### src/rtl/ahb_params_pkg.sv
// Shared AHB decoder constants: slave address map, bus encodings,
// data-phase owner encoding and watchdog FSM states.
package ahb_params_pkg;

  localparam int unsigned NUM_SLAVES = 4;
  localparam int unsigned MAP_W      = 32;

  localparam logic [NUM_SLAVES-1:0][MAP_W-1:0] SLV_BASE = {
    32'h3000_0000,
    32'h2000_0000,
    32'h1000_0000,
    32'h0000_0000
  };

  localparam logic [NUM_SLAVES-1:0][MAP_W-1:0] SLV_MASK = {
    32'hF000_0000,
    32'hF000_0000,
    32'hF000_0000,
    32'hF000_0000
  };

  localparam logic [1:0] HTRANS_IDLE   = 2'b00;
  localparam logic [1:0] HTRANS_BUSY   = 2'b01;
  localparam logic [1:0] HTRANS_NONSEQ = 2'b10;
  localparam logic [1:0] HTRANS_SEQ    = 2'b11;

  localparam logic [1:0] HRESP_OKAY  = 2'b00;
  localparam logic [1:0] HRESP_ERROR = 2'b01;

  typedef enum logic [2:0] {
    DSEL_NONE = 3'd0,
    DSEL_S0   = 3'd1,
    DSEL_S1   = 3'd2,
    DSEL_S2   = 3'd3,
    DSEL_S3   = 3'd4,
    DSEL_DEF  = 3'd5
  } dsel_e;

  typedef enum logic [1:0] {
    TO_IDLE = 2'd0,
    TO_ERR1 = 2'd1,
    TO_ERR2 = 2'd2
  } to_state_e;

  function automatic dsel_e slv_dsel(input int i);
    return dsel_e'(3'(i + 1));
  endfunction

endpackage

### src/rtl/ahb_timeout_fsm.sv
// Wait-state watchdog: after TIMEOUT_CYCLES consecutive stalled cycles
// it forces a two-cycle ERROR response (ERR1 then ERR2).
module ahb_timeout_fsm
  import ahb_params_pkg::*;
#(
  parameter int unsigned TIMEOUT_CYCLES = 16
) (
  input  logic clk_i,
  input  logic rst_ni,
  input  logic busy_i,
  input  logic ready_i,
  output logic err1_o,
  output logic err2_o
);

  localparam int unsigned CW = $clog2(TIMEOUT_CYCLES + 1);

  to_state_e       state_q;
  logic [CW-1:0]   cnt_q;

  always_ff @(posedge clk_i or negedge rst_ni) begin
    if (!rst_ni) begin
      state_q <= TO_IDLE;
      cnt_q   <= '0;
      err1_o  <= 1'b0;
      err2_o  <= 1'b0;
    end else begin
      unique case (state_q)
        TO_IDLE: begin
          if (busy_i && !ready_i) begin
            if (cnt_q == CW'(TIMEOUT_CYCLES - 1)) begin
              state_q <= TO_ERR1;
              cnt_q   <= '0;
              err1_o  <= 1'b1;
            end else begin
              cnt_q <= cnt_q + CW'(1);
            end
          end else begin
            cnt_q <= '0;
          end
        end
        TO_ERR1: begin
          state_q <= TO_ERR2;
          err1_o  <= 1'b0;
          err2_o  <= 1'b1;
        end
        TO_ERR2: begin
          state_q <= TO_IDLE;
          err2_o  <= 1'b0;
        end
        default: begin
          state_q <= TO_IDLE;
          cnt_q   <= '0;
          err1_o  <= 1'b0;
          err2_o  <= 1'b0;
        end
      endcase
    end
  end

endmodule

### src/rtl/ahb_decoder_mux.sv
// AHB address decoder and response mux for a single-master bus.
// Define AHB_DECODER_TIMEOUT_EN to add the hung-slave watchdog.
module ahb_decoder_mux
  import ahb_params_pkg::*;
#(
  parameter int unsigned ADDR_W         = 32,
  parameter int unsigned DATA_W         = 32,
  parameter int unsigned NUM_SLAVES     = ahb_params_pkg::NUM_SLAVES,
  parameter int unsigned TIMEOUT_CYCLES = 16
) (
  input  logic                         HCLK,
  input  logic                         HRESETn,
  input  logic [ADDR_W-1:0]            HADDR,
  input  logic [1:0]                   HTRANS,
  output logic [NUM_SLAVES-1:0]        HSEL,
  output logic                         HSEL_DEFAULT,
  input  logic [NUM_SLAVES*DATA_W-1:0] HRDATA_S,
  input  logic [NUM_SLAVES-1:0]        HREADYOUT_S,
  input  logic [2*NUM_SLAVES-1:0]      HRESP_S,
  input  logic [DATA_W-1:0]            HRDATA_DEF,
  input  logic                         HREADY_DEF,
  input  logic [1:0]                   HRESP_DEF,
  output logic [DATA_W-1:0]            HRDATA,
  output logic                         HREADY,
  output logic [1:0]                   HRESP
);

  dsel_e             dec_tgt;
  dsel_e             dsel_d;
  dsel_e             dsel_q;
  logic              trans_valid;
  logic              mux_ready;
  logic [1:0]        mux_resp;
  logic [DATA_W-1:0] mux_rdata;

  // Descending scan so the lowest matching index wins.
  always_comb begin
    HSEL    = '0;
    dec_tgt = DSEL_DEF;
    for (int i = NUM_SLAVES - 1; i >= 0; i--) begin
      if ((HADDR & SLV_MASK[i][ADDR_W-1:0]) ==
          SLV_BASE[i][ADDR_W-1:0]) begin
        HSEL    = '0;
        HSEL[i] = 1'b1;
        dec_tgt = slv_dsel(i);
      end
    end
  end

  assign HSEL_DEFAULT = ~|HSEL;

  assign trans_valid = (HTRANS == HTRANS_NONSEQ) ||
                       (HTRANS == HTRANS_SEQ);
  assign dsel_d = trans_valid ? dec_tgt : DSEL_NONE;

  always_ff @(posedge HCLK or negedge HRESETn) begin
    if (!HRESETn) begin
      dsel_q <= DSEL_NONE;
    end else if (HREADY) begin
      dsel_q <= dsel_d;
    end
  end

  always_comb begin
    mux_ready = 1'b1;
    mux_resp  = HRESP_OKAY;
    mux_rdata = '0;
    if (dsel_q == DSEL_DEF) begin
      mux_ready = HREADY_DEF;
      mux_resp  = HRESP_DEF;
      mux_rdata = HRDATA_DEF;
    end
    for (int i = 0; i < NUM_SLAVES; i++) begin
      if (dsel_q == slv_dsel(i)) begin
        mux_ready = HREADYOUT_S[i];
        mux_resp  = HRESP_S[2*i +: 2];
        mux_rdata = HRDATA_S[i*DATA_W +: DATA_W];
      end
    end
  end

`ifdef AHB_DECODER_TIMEOUT_EN
  logic err1;
  logic err2;

  ahb_timeout_fsm #(
    .TIMEOUT_CYCLES(TIMEOUT_CYCLES)
  ) u_timeout (
    .clk_i  (HCLK),
    .rst_ni (HRESETn),
    .busy_i (dsel_q != DSEL_NONE),
    .ready_i(mux_ready),
    .err1_o (err1),
    .err2_o (err2)
  );

  always_comb begin
    HREADY = mux_ready;
    HRESP  = mux_resp;
    HRDATA = mux_rdata;
    unique case (1'b1)
      err1: begin
        HREADY = 1'b0;
        HRESP  = HRESP_ERROR;
        HRDATA = '0;
      end
      err2: begin
        HREADY = 1'b1;
        HRESP  = HRESP_ERROR;
        HRDATA = '0;
      end
      default: ;
    endcase
  end
`else
  assign HREADY = mux_ready;
  assign HRESP  = mux_resp;
  assign HRDATA = mux_rdata;
`endif

endmodule

### config.mk
export PLATFORM = sky130hd
export DESIGN_NAME = ahb_decoder_mux
export DESIGN_NICKNAME = d
export VERILOG_FILES = /design/src/rtl/ahb_params_pkg.sv /design/src/rtl/ahb_timeout_fsm.sv /design/src/rtl/ahb_decoder_mux.sv
export SDC_FILE = /design/constraint.sdc
export NUM_CORES = 1
export LEC_CHECK = 0
export CAP_MARGIN = 20
export CORE_AREA = 5 5 93 95
export CTS_CLUSTER_DIAMETER = 40
export CTS_CLUSTER_SIZE = 30
export DETAILED_ROUTE_END_ITERATION = 10
export DIE_AREA = 0 0 98 100
export DONT_BUFFER_PORTS = 1
export GPL_TIMING_DRIVEN = 0
export PLACE_DENSITY = 0.37
export SLEW_MARGIN = 20
export SYNTH_ARGS = -nofsm -noshare
export SYNTH_HDL_FRONTEND = slang
export SYNTH_HIERARCHICAL = 1
export SYNTH_SLANG_ARGS = --single-unit
### constraint.sdc
create_clock -name HCLK -period 1.7 [get_ports HCLK]
set_input_delay 0 -clock HCLK [delete_from_list [all_inputs] [get_ports HCLK]]
set_output_delay 0 -clock HCLK [all_outputs]
set_load 0.03 [all_outputs]
==> metrics.txt, run 1 <==
drt total wl 8050 um; Synth Flop Type dfrtp_1; num rows 32; Worst Path Max Fanout 6; Lkg Pwr 0.000774 uW; DR vias/cell 5.90; Rel. slew slack 34.0%; Antenna Nets Post-Route 0; outcome finished, final reports clean; Antenna diodes 0; Residual DRC 0; final setup fails 0; die area 9800 um2; buffers added on ports 0; Die Span Y 100 um; area leader, netlist mux2i_1; largest registers dsel_q: 3 flops; CP startpoint dsel_q[0]; commonest cells in the netlist nand2_1, a22oi_1, mux2i_1, o221ai_1, buf_2; WP data arrival 1.65 ns; die width 98 um; share of the synthesized area in the top cell type 23.0%; vias in the first global route 2073; Final GP Congestion 0.784; Setup TNS 0 ns; Synth Area in Adders 0%; min-delay src HREADY_DEF; Pwr Total 5510 uW; Syn Area/Cell 7.21 um2; Layout Nets 431; I/O pin cnt 251; Final Hold Vio Count 0; number of H-tree levels 1; ys async rst share 100%; Synth Area in XOR/XNOR 0.611%; maxcap violations 0; Synth area leaders mux2i_1, o221ai_1, a22oi_1, nand2_1, dfrtp_1; mux cell area share after synthesis 24.9%; worst-margin pin slew 0.989 ns; Yosys warnings 6; CORE AREA 7650 um2; Total GRT Usage 14.2%; Synth Area in Simple Gates 17.7%; number of distinct library cells after synthesis 32; Area Overhead vs Synth 88.4%; fin cells 321; clk root buf clkbuf_8; Slew Limit Fails 0; number of flops mapped to enable cells by yosys 0; via total after detailed routing 1895; sequential area share after synthesis 5.24%; Syn Inst Count 199; Clock Latency Late Sink 0.22 ns; Tcrit/Tclk final 97.3%; share of layout cells above drive strength 1 53.4%; RSZ-0062 raised after global routing true; crit path max-delay cell type dfrtp_1; largest family of logic cells by synthesized area compound AO/OA/AOI/OAI gates; number of iterations in the first detailed-routing pass 4; Worst Slack Setup Final 0.0463 ns; Tightest Hold Check Type in2reg; Post-Syn Area 1430 um2; largest net degree at the start of global routing 11; initial antenna violation count 0; Final min period 1.65 ns; CTS tree yes; CP Capture Type primary output; Initial DRC Count 34; flop-to-flop setup slack 0.11 ns; P per Cell Area 2040 nW/um2; Crit Path Class reg2out; achievable clock frequency 605 MHz; CP Launch Type flop; reg2reg start dsel_q[0]; clock buffer depth 2; Cells after DPL 301; Synth Area in Compound Gates 43.0%; CTS sink cnt 3; Initial Utilization 18.7%; clock-pin slew on the worst setup and hold paths 0.03 ns; Num CTS Buffers 3; Place WS -0.272 ns; CP max stage delay 0.36 ns; Largest register FFs 3; routed len/inst 25.1 um; total grt overflow 0; Detail Placement HPWL 5950 um; Critical Path RT 1.70 ns; peak supply drop 0.579 mV; flops & latches, synth 3; Placed Area 1560 um2; Setup Skew 0.00141 ns; first-pass GRT wire length 11400 um; CP cell instances buf_6, mux2_4, or3_4, a21oi_4, inv_4; Syn Nets 410; Reg with most FFs dsel_q; final instance area 2700 um2; count leader, synth nand2_1
==> placed cells by master (no fill, tap or decap), types with 2 or more instances in the layout <==
master	netlist	layout
buf_6	1	9
o221ai_4	0	31
nor2_1	3	3
dfrtp_1	3	2
buf_12	0	3
clkbuf_8	0	6
buf_8	0	4
nor2_4	0	2
a22oi_1	33	23
buf_4	1	12
nor3b_1	2	2
nand2_1	42	42
mux2i_1	33	11
a22oi_2	0	10
o22ai_1	2	2
mux2i_2	0	21
nand2b_1	2	2
dlygate4sd3_1	0	2
o221ai_2	0	2
clkbuf_16	0	3
==> power breakdown <==
group          leakage, uW  switching, uW  internal, uW
Sequential       0.0000363           33.0          99.1
Clock            0.0000228           49.8           160
Combinational     0.000715           3120          2050
==> repair_timing <==
action / CTS / global route
setup endpoints to repair: 35 / 33
cloned: 0 / 3
buffers inserted: 4 / 8
hold endpoints to repair: 6 / 0
hold buffers: 2 / 0
pin swaps: 27 / 10
resized for setup: 116 / 47
==> path summary, 6_finish.rpt <==
| kind | endpoint | cells after the start |
|---|---|---|
| setup reg to reg | dsel_q[0] | 5 |
| hold / removal | dsel_q[2] | 3 |
| hold reg to reg | dsel_q[1] | 2 |
| setup / recovery | HREADY | 5 |
| max in group asynchronous | dsel_q[1] | 1 |
| min in group asynchronous | dsel_q[2] | 1 |
==> layer usage <==
metal  GRT usage, %  share of wire (%)
met4           2.02               0.81
met5              0                  0
met1           16.2                 36
met2           27.6                 55
met3           3.06                8.6
==> per-stage QoR <==
step / util, % / hold WS, ns
detailed placement: 20.4 / -0.295
floorplan: - / -0.296
global route: 35.3 / 0.0198
CTS: 31.2 / 0.00541
global placement: 20.4 / -0.295
finish: 35.3 / 0.0110
==> critical path: cells and delay by family (launching register included) <==
family | cells | cell delay (ns)
AO/OA/AOI/OAI | 1 | 0.20
multiplexers | 1 | 0.29
AND/OR/NAND/NOR | 1 | 0.36
flip-flops | 1 | 0.36
buffers and inverters | 2 | 0.23
==> layout make-up <==
class	instances	area, um2
fill	785	4950
multi-input combinational	170	1970
buffer	21	234
timing repair buffer	17	226
tap	102	128
sequential	3	76.3
clock buffer	4	45.0
inverter	4	21.3
==> logic make-up (layout without fill, tap and decap cells) <==
logic type	Yosys count	count (layout)
compound gates	77	77
simple gates	57	57
mux	35	35
buf+inv	26	46
flops	3	3
xor+xnor	1	1
(Power assumes the default switching activity.)
==> run 2, diff against run 1 <==
==> constraint.sdc (replaced) <==
create_clock -name HCLK -period 1.62 [get_ports HCLK]
set_input_delay 0 -clock HCLK [delete_from_list [all_inputs] [get_ports HCLK]]
set_output_delay 0 -clock HCLK [all_outputs]
set_load 0.03 [all_outputs]
==> run 2 against run 1 <==
The run now ends with setup timing left. Sequential share of layout area down 0.21 points. Sequential cell count unchanged. Total power up 14%. Clock power up 5%. Clock skew about the same. Critical path depth up 3. Wire length up 3.1%. Utilization up 3.5 points.
==> metrics.txt, run 2 (synthesized netlist as in run 1, its figures left out) <==
outcome complete, but fails checks; failing checks setup timing; Final min period 1.67 ns; Worst Setup EP HRDATA[20]; Antenna Nets Post-Route 0; largest registers dsel_q: 3 flops; number of H-tree levels 1; Tcrit/Tclk final 103%; Worst Path Max Fanout 8; Num CTS Buffers 3; CORE AREA 7650 um2; Sw Pwr 3510 uW; Detail Placement HPWL 5950 um; Slew Limit Fails 0; largest net degree at the start of global routing 11; CTS tree yes; buffers added on ports 0; first-pass GRT wire length 12100 um; initial antenna violation count 0; RSZ-0062 raised after global routing true; maxcap violations 0; die area 9800 um2; Tightest Hold Check Type in2reg; Final Hold Vio Count 0; Clock Latency Late Sink 0.22 ns; I/O pin cnt 251; CP max stage delay 0.33 ns; Power Internal 2790 uW; CTS sink cnt 3; Total GRT Usage 15.2%; most frequent CP cell buf_6; WP data arrival 1.67 ns; Worst R2R Path Depth 5; CP cell instances buf_6, clkinvlp_4, buf_6, nor3_4, buf_6, clkbuf_16, nand2_2, o221ai_4; Crit Path Class reg2out; Worst Slack Setup Final -0.0527 ns; number of iterations in the first detailed-routing pass 4; Critical Path RT 1.62 ns; logic gate share of total power 94.2%; sequential share of power 2.3%; Setup Skew 0.00115 ns; Lkg Pwr 0.000909 uW; Reg with most FFs dsel_q; peak supply drop 0.579 mV; worst-margin pin slew 0.974 ns; share of layout cells above drive strength 1 68.9%; Sw Share 55.7%; final setup fails 32; Layout Nets 437; Initial Utilization 18.7%; Reg-to-Reg End dsel_q[2]; clk root buf clkbuf_8; Pwr Total 6300 uW; P per Cell Area 2120 nW/um2; Crit path buffers/inverters 5; achievable clock frequency 598 MHz; CP Capture Type primary output; via total after detailed routing 1912; DR vias/cell 5.85; CP Launch Type flop; total grt overflow 0; crit path max-delay cell type dfrtp_1; reg2reg start dsel_q[0]; Clk pwr share 3.5%; CP startpoint dsel_q[0]; most frequent cells in the layout o221ai_4, mux2i_2, nand2_1; Residual DRC 0; Rel. slew slack 34.9%; Place WS -0.352 ns; Worst path top cell family by delay buffers and inverters; flop-to-flop setup slack 0.05 ns; Area Overhead vs Synth 107%; cell depth of the worst setup path 8; clock-pin slew on the worst setup and hold paths 0.03 ns; commonest non-fill, non-tap cell in the layout o221ai_4; routed len/inst 25.4 um; Setup TNS -0.951 ns; Antenna diodes 0; Die Span Y 100 um; clock buffer depth 2; Final GP Congestion 0.784; die width 98 um; Largest register FFs 3; Initial DRC Count 26; drt total wl 8300 um; num rows 32; vias in the first global route 2240
-- run 2: changes by cell type in the layout (fill, tap and decap cells not counted), sizes merged --
| cell | previous run | this run |
|---|---|---|
| buf | 29 | 32 |
| clkbuf | 11 | 14 |
-- run 2: worst min path at each step --
| stage | startpoint | to | depth (start not counted) |
|---|---|---|---|
| 6_report | HADDR[28] | dsel_q[0] | 3 |
| 5_1_grt | HADDR[28] | dsel_q[0] | 3 |
| 4_1_cts | HADDR[28] | dsel_q[0] | 3 |
| 3_5_place_dp | HRESETn | dsel_q[2] | 0 |
| 3_3_place_gp | HRESETn | dsel_q[0] | 0 |
| 2_1_floorplan | HRESETn | dsel_q[0] | 0 |
-- run 2: area by class of cell --
| cell class | instances | area, um2 |
|---|---|---|
| buffer | 22 | 324 |
| clock buffer | 4 | 45.0 |
| fill | 740 | 4680 |
| inverter | 4 | 21.3 |
| multi-input combinational | 170 | 2140 |
| sequential | 3 | 77.6 |
| tap | 102 | 128 |
| timing repair buffer | 22 | 236 |
-- run 2: through the flow --
step	hold WS (ns)	utilization [%]	cells	area [um2]
detailed placement	-0.295	20.4	301	1560
finish	0.00732	38.8	327	2970
CTS	0.00549	36.2	323	2770
global route	0.0208	38.8	327	2970
global placement	-0.295	20.4	301	1560
floorplan	-0.296	-	199	1430
-- run 2: tightest hold or removal path, cell delays in order --
cell and delay [ns]:
nand2_1 0.05, nand2_1 0.07, o2bb2ai_1 0.06
-- run 2: layer usage --
metal,vias to the layer above,global-route usage [%],part of all wire [%]
met4,0,3.09,1.6
met1,902,17.0,36
met3,10,3.13,8.1
li1,864,-,-
met2,136,29.6,55
met5,-,0,0
-- run 2: repair_timing --
| item | CTS | global route |
|---|---|---|
| cloned | 3 | 1 |
| hold endpoints to repair | 6 | 0 |
| setup buffers | 13 | 4 |
| hold buffers | 2 | 0 |
| pin swaps | 31 | 12 |
| resized for setup | 169 | 45 |
| endpoints found under the setup margin | 35 | 37 |
-- run 2: power groups by stage --
stage	clock [uW]	combinational (uW)	sequential, uW
2_1_floorplan	0	2750	129
3_3_place_gp	0	3270	139
3_5_place_dp	0	3300	138
4_1_cts	224	5740	143
5_1_grt	232	6240	148
6_report	221	5940	143
==> run 3, diff against run 2 <==
--- a/config.mk
+++ b/config.mk
@@ -5,15 +5,15 @@
 export SDC_FILE = /design/constraint.sdc
 export NUM_CORES = 1
 export LEC_CHECK = 0
+export BUFFER_PORTS_ARGS = -buffer_cell sky130_fd_sc_hd__buf_4
 export CAP_MARGIN = 20
-export CORE_AREA = 5 5 93 95
+export CORE_AREA = 2 2 97 99
 export CTS_CLUSTER_DIAMETER = 40
 export CTS_CLUSTER_SIZE = 30
 export DETAILED_ROUTE_END_ITERATION = 10
-export DIE_AREA = 0 0 98 100
-export DONT_BUFFER_PORTS = 1
+export DIE_AREA = 0 0 99 101
 export GPL_TIMING_DRIVEN = 0
-export PLACE_DENSITY = 0.37
+export PLACE_DENSITY = 0.58
 export SLEW_MARGIN = 20
 export SYNTH_ARGS = -nofsm -noshare
 export SYNTH_HDL_FRONTEND = slang
==> run 3 against run 2 <==
Combinational power is 1% higher. Cell count grew 70%. Worst hold slack better by 0.048 ns. Critical path depth unchanged. Worst setup slack got worse by 0.067 ns. The flow still finishes with violations (setup timing). Global-route usage is 1.8 points higher. Highest routed layer unchanged. Utilization grew 6.8 points. Clock-buffer cell count did not move. Die area increased by 2.0%. Via count increased by 40%.
==> metrics.txt, run 3 (synthesized netlist as in run 1, its figures left out) <==
largest registers dsel_q: 3 flops; CORE AREA 8980 um2; crit path max-delay cell type dfrtp_1; I/O pin cnt 251; largest net degree at the start of global routing 11; Antenna diodes 0; Critical Path RT 1.62 ns; CP Capture Type primary output; total grt overflow 0; Slew Limit Fails 0; Cells after DPL 531; max layer used met4; Tcrit/Tclk final 107%; met2 WL 5350 um; Power Internal 3130 uW; fin cells 555; achievable clock frequency 575 MHz; num rows 35; first-pass GRT wire length 13800 um; CTS sink cnt 3; Final min period 1.74 ns; commonest non-fill, non-tap cell in the layout buf_4; Pwr Total 6360 uW; Final GP Congestion 0.810; DR WL met3 762 um; CP max stage delay 0.33 ns; most frequent cells in the layout buf_4, nand2_1, buf_6, mux2i_1, a22oi_2; DR vias/cell 4.81; Residual DRC 0; Crit Path Class reg2out; RSZ-0062 raised after global routing true; routed len/inst 17.9 um; share of layout cells above drive strength 1 73.9%; P per Cell Area 1550 nW/um2; Largest register FFs 3; Initial Utilization 16.0%; Layout Nets 656; number of fill cells 891; via total after detailed routing 2669; Reg with most FFs dsel_q; WL met1 3810 um; CP cell instances buf_6, clkinvlp_4, nor2_4, buf_12, buf_8, a22oi_1, o221ai_1, buf_4; final setup fails 35; CTS tree yes; drt total wl 9950 um; sequential share of power 2.2%; maxcap violations 0; initial antenna violation count 0; die width 99 um; worst-margin pin slew 0.443 ns; Worst Slack Setup Final -0.120 ns; WP data arrival 1.74 ns; clock buffer depth 2; vias in the first global route 2718; Tightest Hold Check Type in2reg; Num CTS Buffers 3; clk root buf clkbuf_8; number of H-tree levels 1; Antenna Nets Post-Route 0; Die Span Y 101 um; Total GRT Usage 17.0%; Worst Path Max Fanout 6; clock-pin slew on the worst setup and hold paths 0.03 ns; Detail Placement HPWL 7360 um; number of iterations in the first detailed-routing pass 4; peak supply drop 0.678 mV; failing checks setup timing; buffers added on ports 221; die area 10000 um2; Initial DRC Count 59; Sw Share 50.9%; CP Launch Type flop; Lkg Pwr 0.00186 uW; Placed Area 3230 um2; Setup Skew 0.000380 ns; Rel. slew slack 70.2%; Clock Latency Late Sink 0.22 ns; Clk pwr share 3.5%; final instance area 4090 um2; Final Hold Vio Count 0; logic gate share of total power 94.4%; Sw Pwr 3240 uW; outcome complete, but fails checks; Area Overhead vs Synth 186%
-- run 3: through the flow --
| step | setup TNS, ns | utilization, % | hold WS (ns) | setup slack (ns) |
|---|---|---|---|---|
| floorplan | 0 | - | -0.296 | 0.0732 |
| global placement | -6.63 | 36.0 | -0.210 | -0.306 |
| detailed placement | -5.59 | 36.0 | -0.209 | -0.277 |
| CTS | -1.64 | 40.8 | 0.0466 | -0.0988 |
| global route | -5.40 | 45.6 | 0.0689 | -0.187 |
| finish | -2.60 | 45.6 | 0.0553 | -0.120 |
-- run 3: critical path, delay by kind of cell, from the launching register on --
kind            cells  cell delay [ns]
flops               1             0.33
simple gates        1             0.19
compound gates      2             0.25
buf+inv             5             0.74
-- run 3: layer usage --
layer,vias to the layer above,global-route usage (%)
met4,0,1.79
met3,4,2.77
li1,1304,-
met5,-,0
met2,145,32.7
met1,1216,20.3
-- run 3: timing repair --
action,in CTS,in global routing
endpoints found under the setup margin,36,37
cloned,2,3
hold endpoints to repair,3,0
gates resized for setup,69,78
pin swaps,24,39
buffers inserted,13,1
hold buffers,1,0
-- run 3: path summary, 6_finish.rpt --
| kind | from | endpoint | slack (ns) | depth (start not counted) |
|---|---|---|---|---|
| worst max-delay path | dsel_q[0] | HRDATA[27] | -0.12 | 8 |
| worst min-delay path | HTRANS[1] | dsel_q[1] | 0.06 | 3 |
| worst max register to register | dsel_q[0] | dsel_q[2] | -0.01 | 6 |
| worst min register to register | dsel_q[1] | dsel_q[1] | 0.76 | 3 |
| max in group asynchronous | HRESETn | dsel_q[1] | 1.40 | 2 |
| min in group asynchronous | HRESETn | dsel_q[2] | 0.11 | 2 |
-- run 3: power by group through the flow --
| stage | logic (uW) | clock network (uW) | registers [uW] |
|---|---|---|---|
| after floorplan | 2750 | 0 | 129 |
| after global placement | 4390 | 0 | 135 |
| after detailed placement | 4410 | 0 | 136 |
| after CTS | 5140 | 220 | 140 |
| after global routing | 6310 | 234 | 145 |
| final | 6010 | 221 | 138 |
-- run 3: cell type report --
type,instances,area [um2],share of cell area [%]
clock buffers,4,45.0,1.10
inverters,4,18.8,0.458
flip-flops and latches,3,76.3,1.86
repair buffers,241,2000,48.8
well taps,111,139,3.39
plain buffers,22,270,6.60
multi-input cells,170,1550,37.8
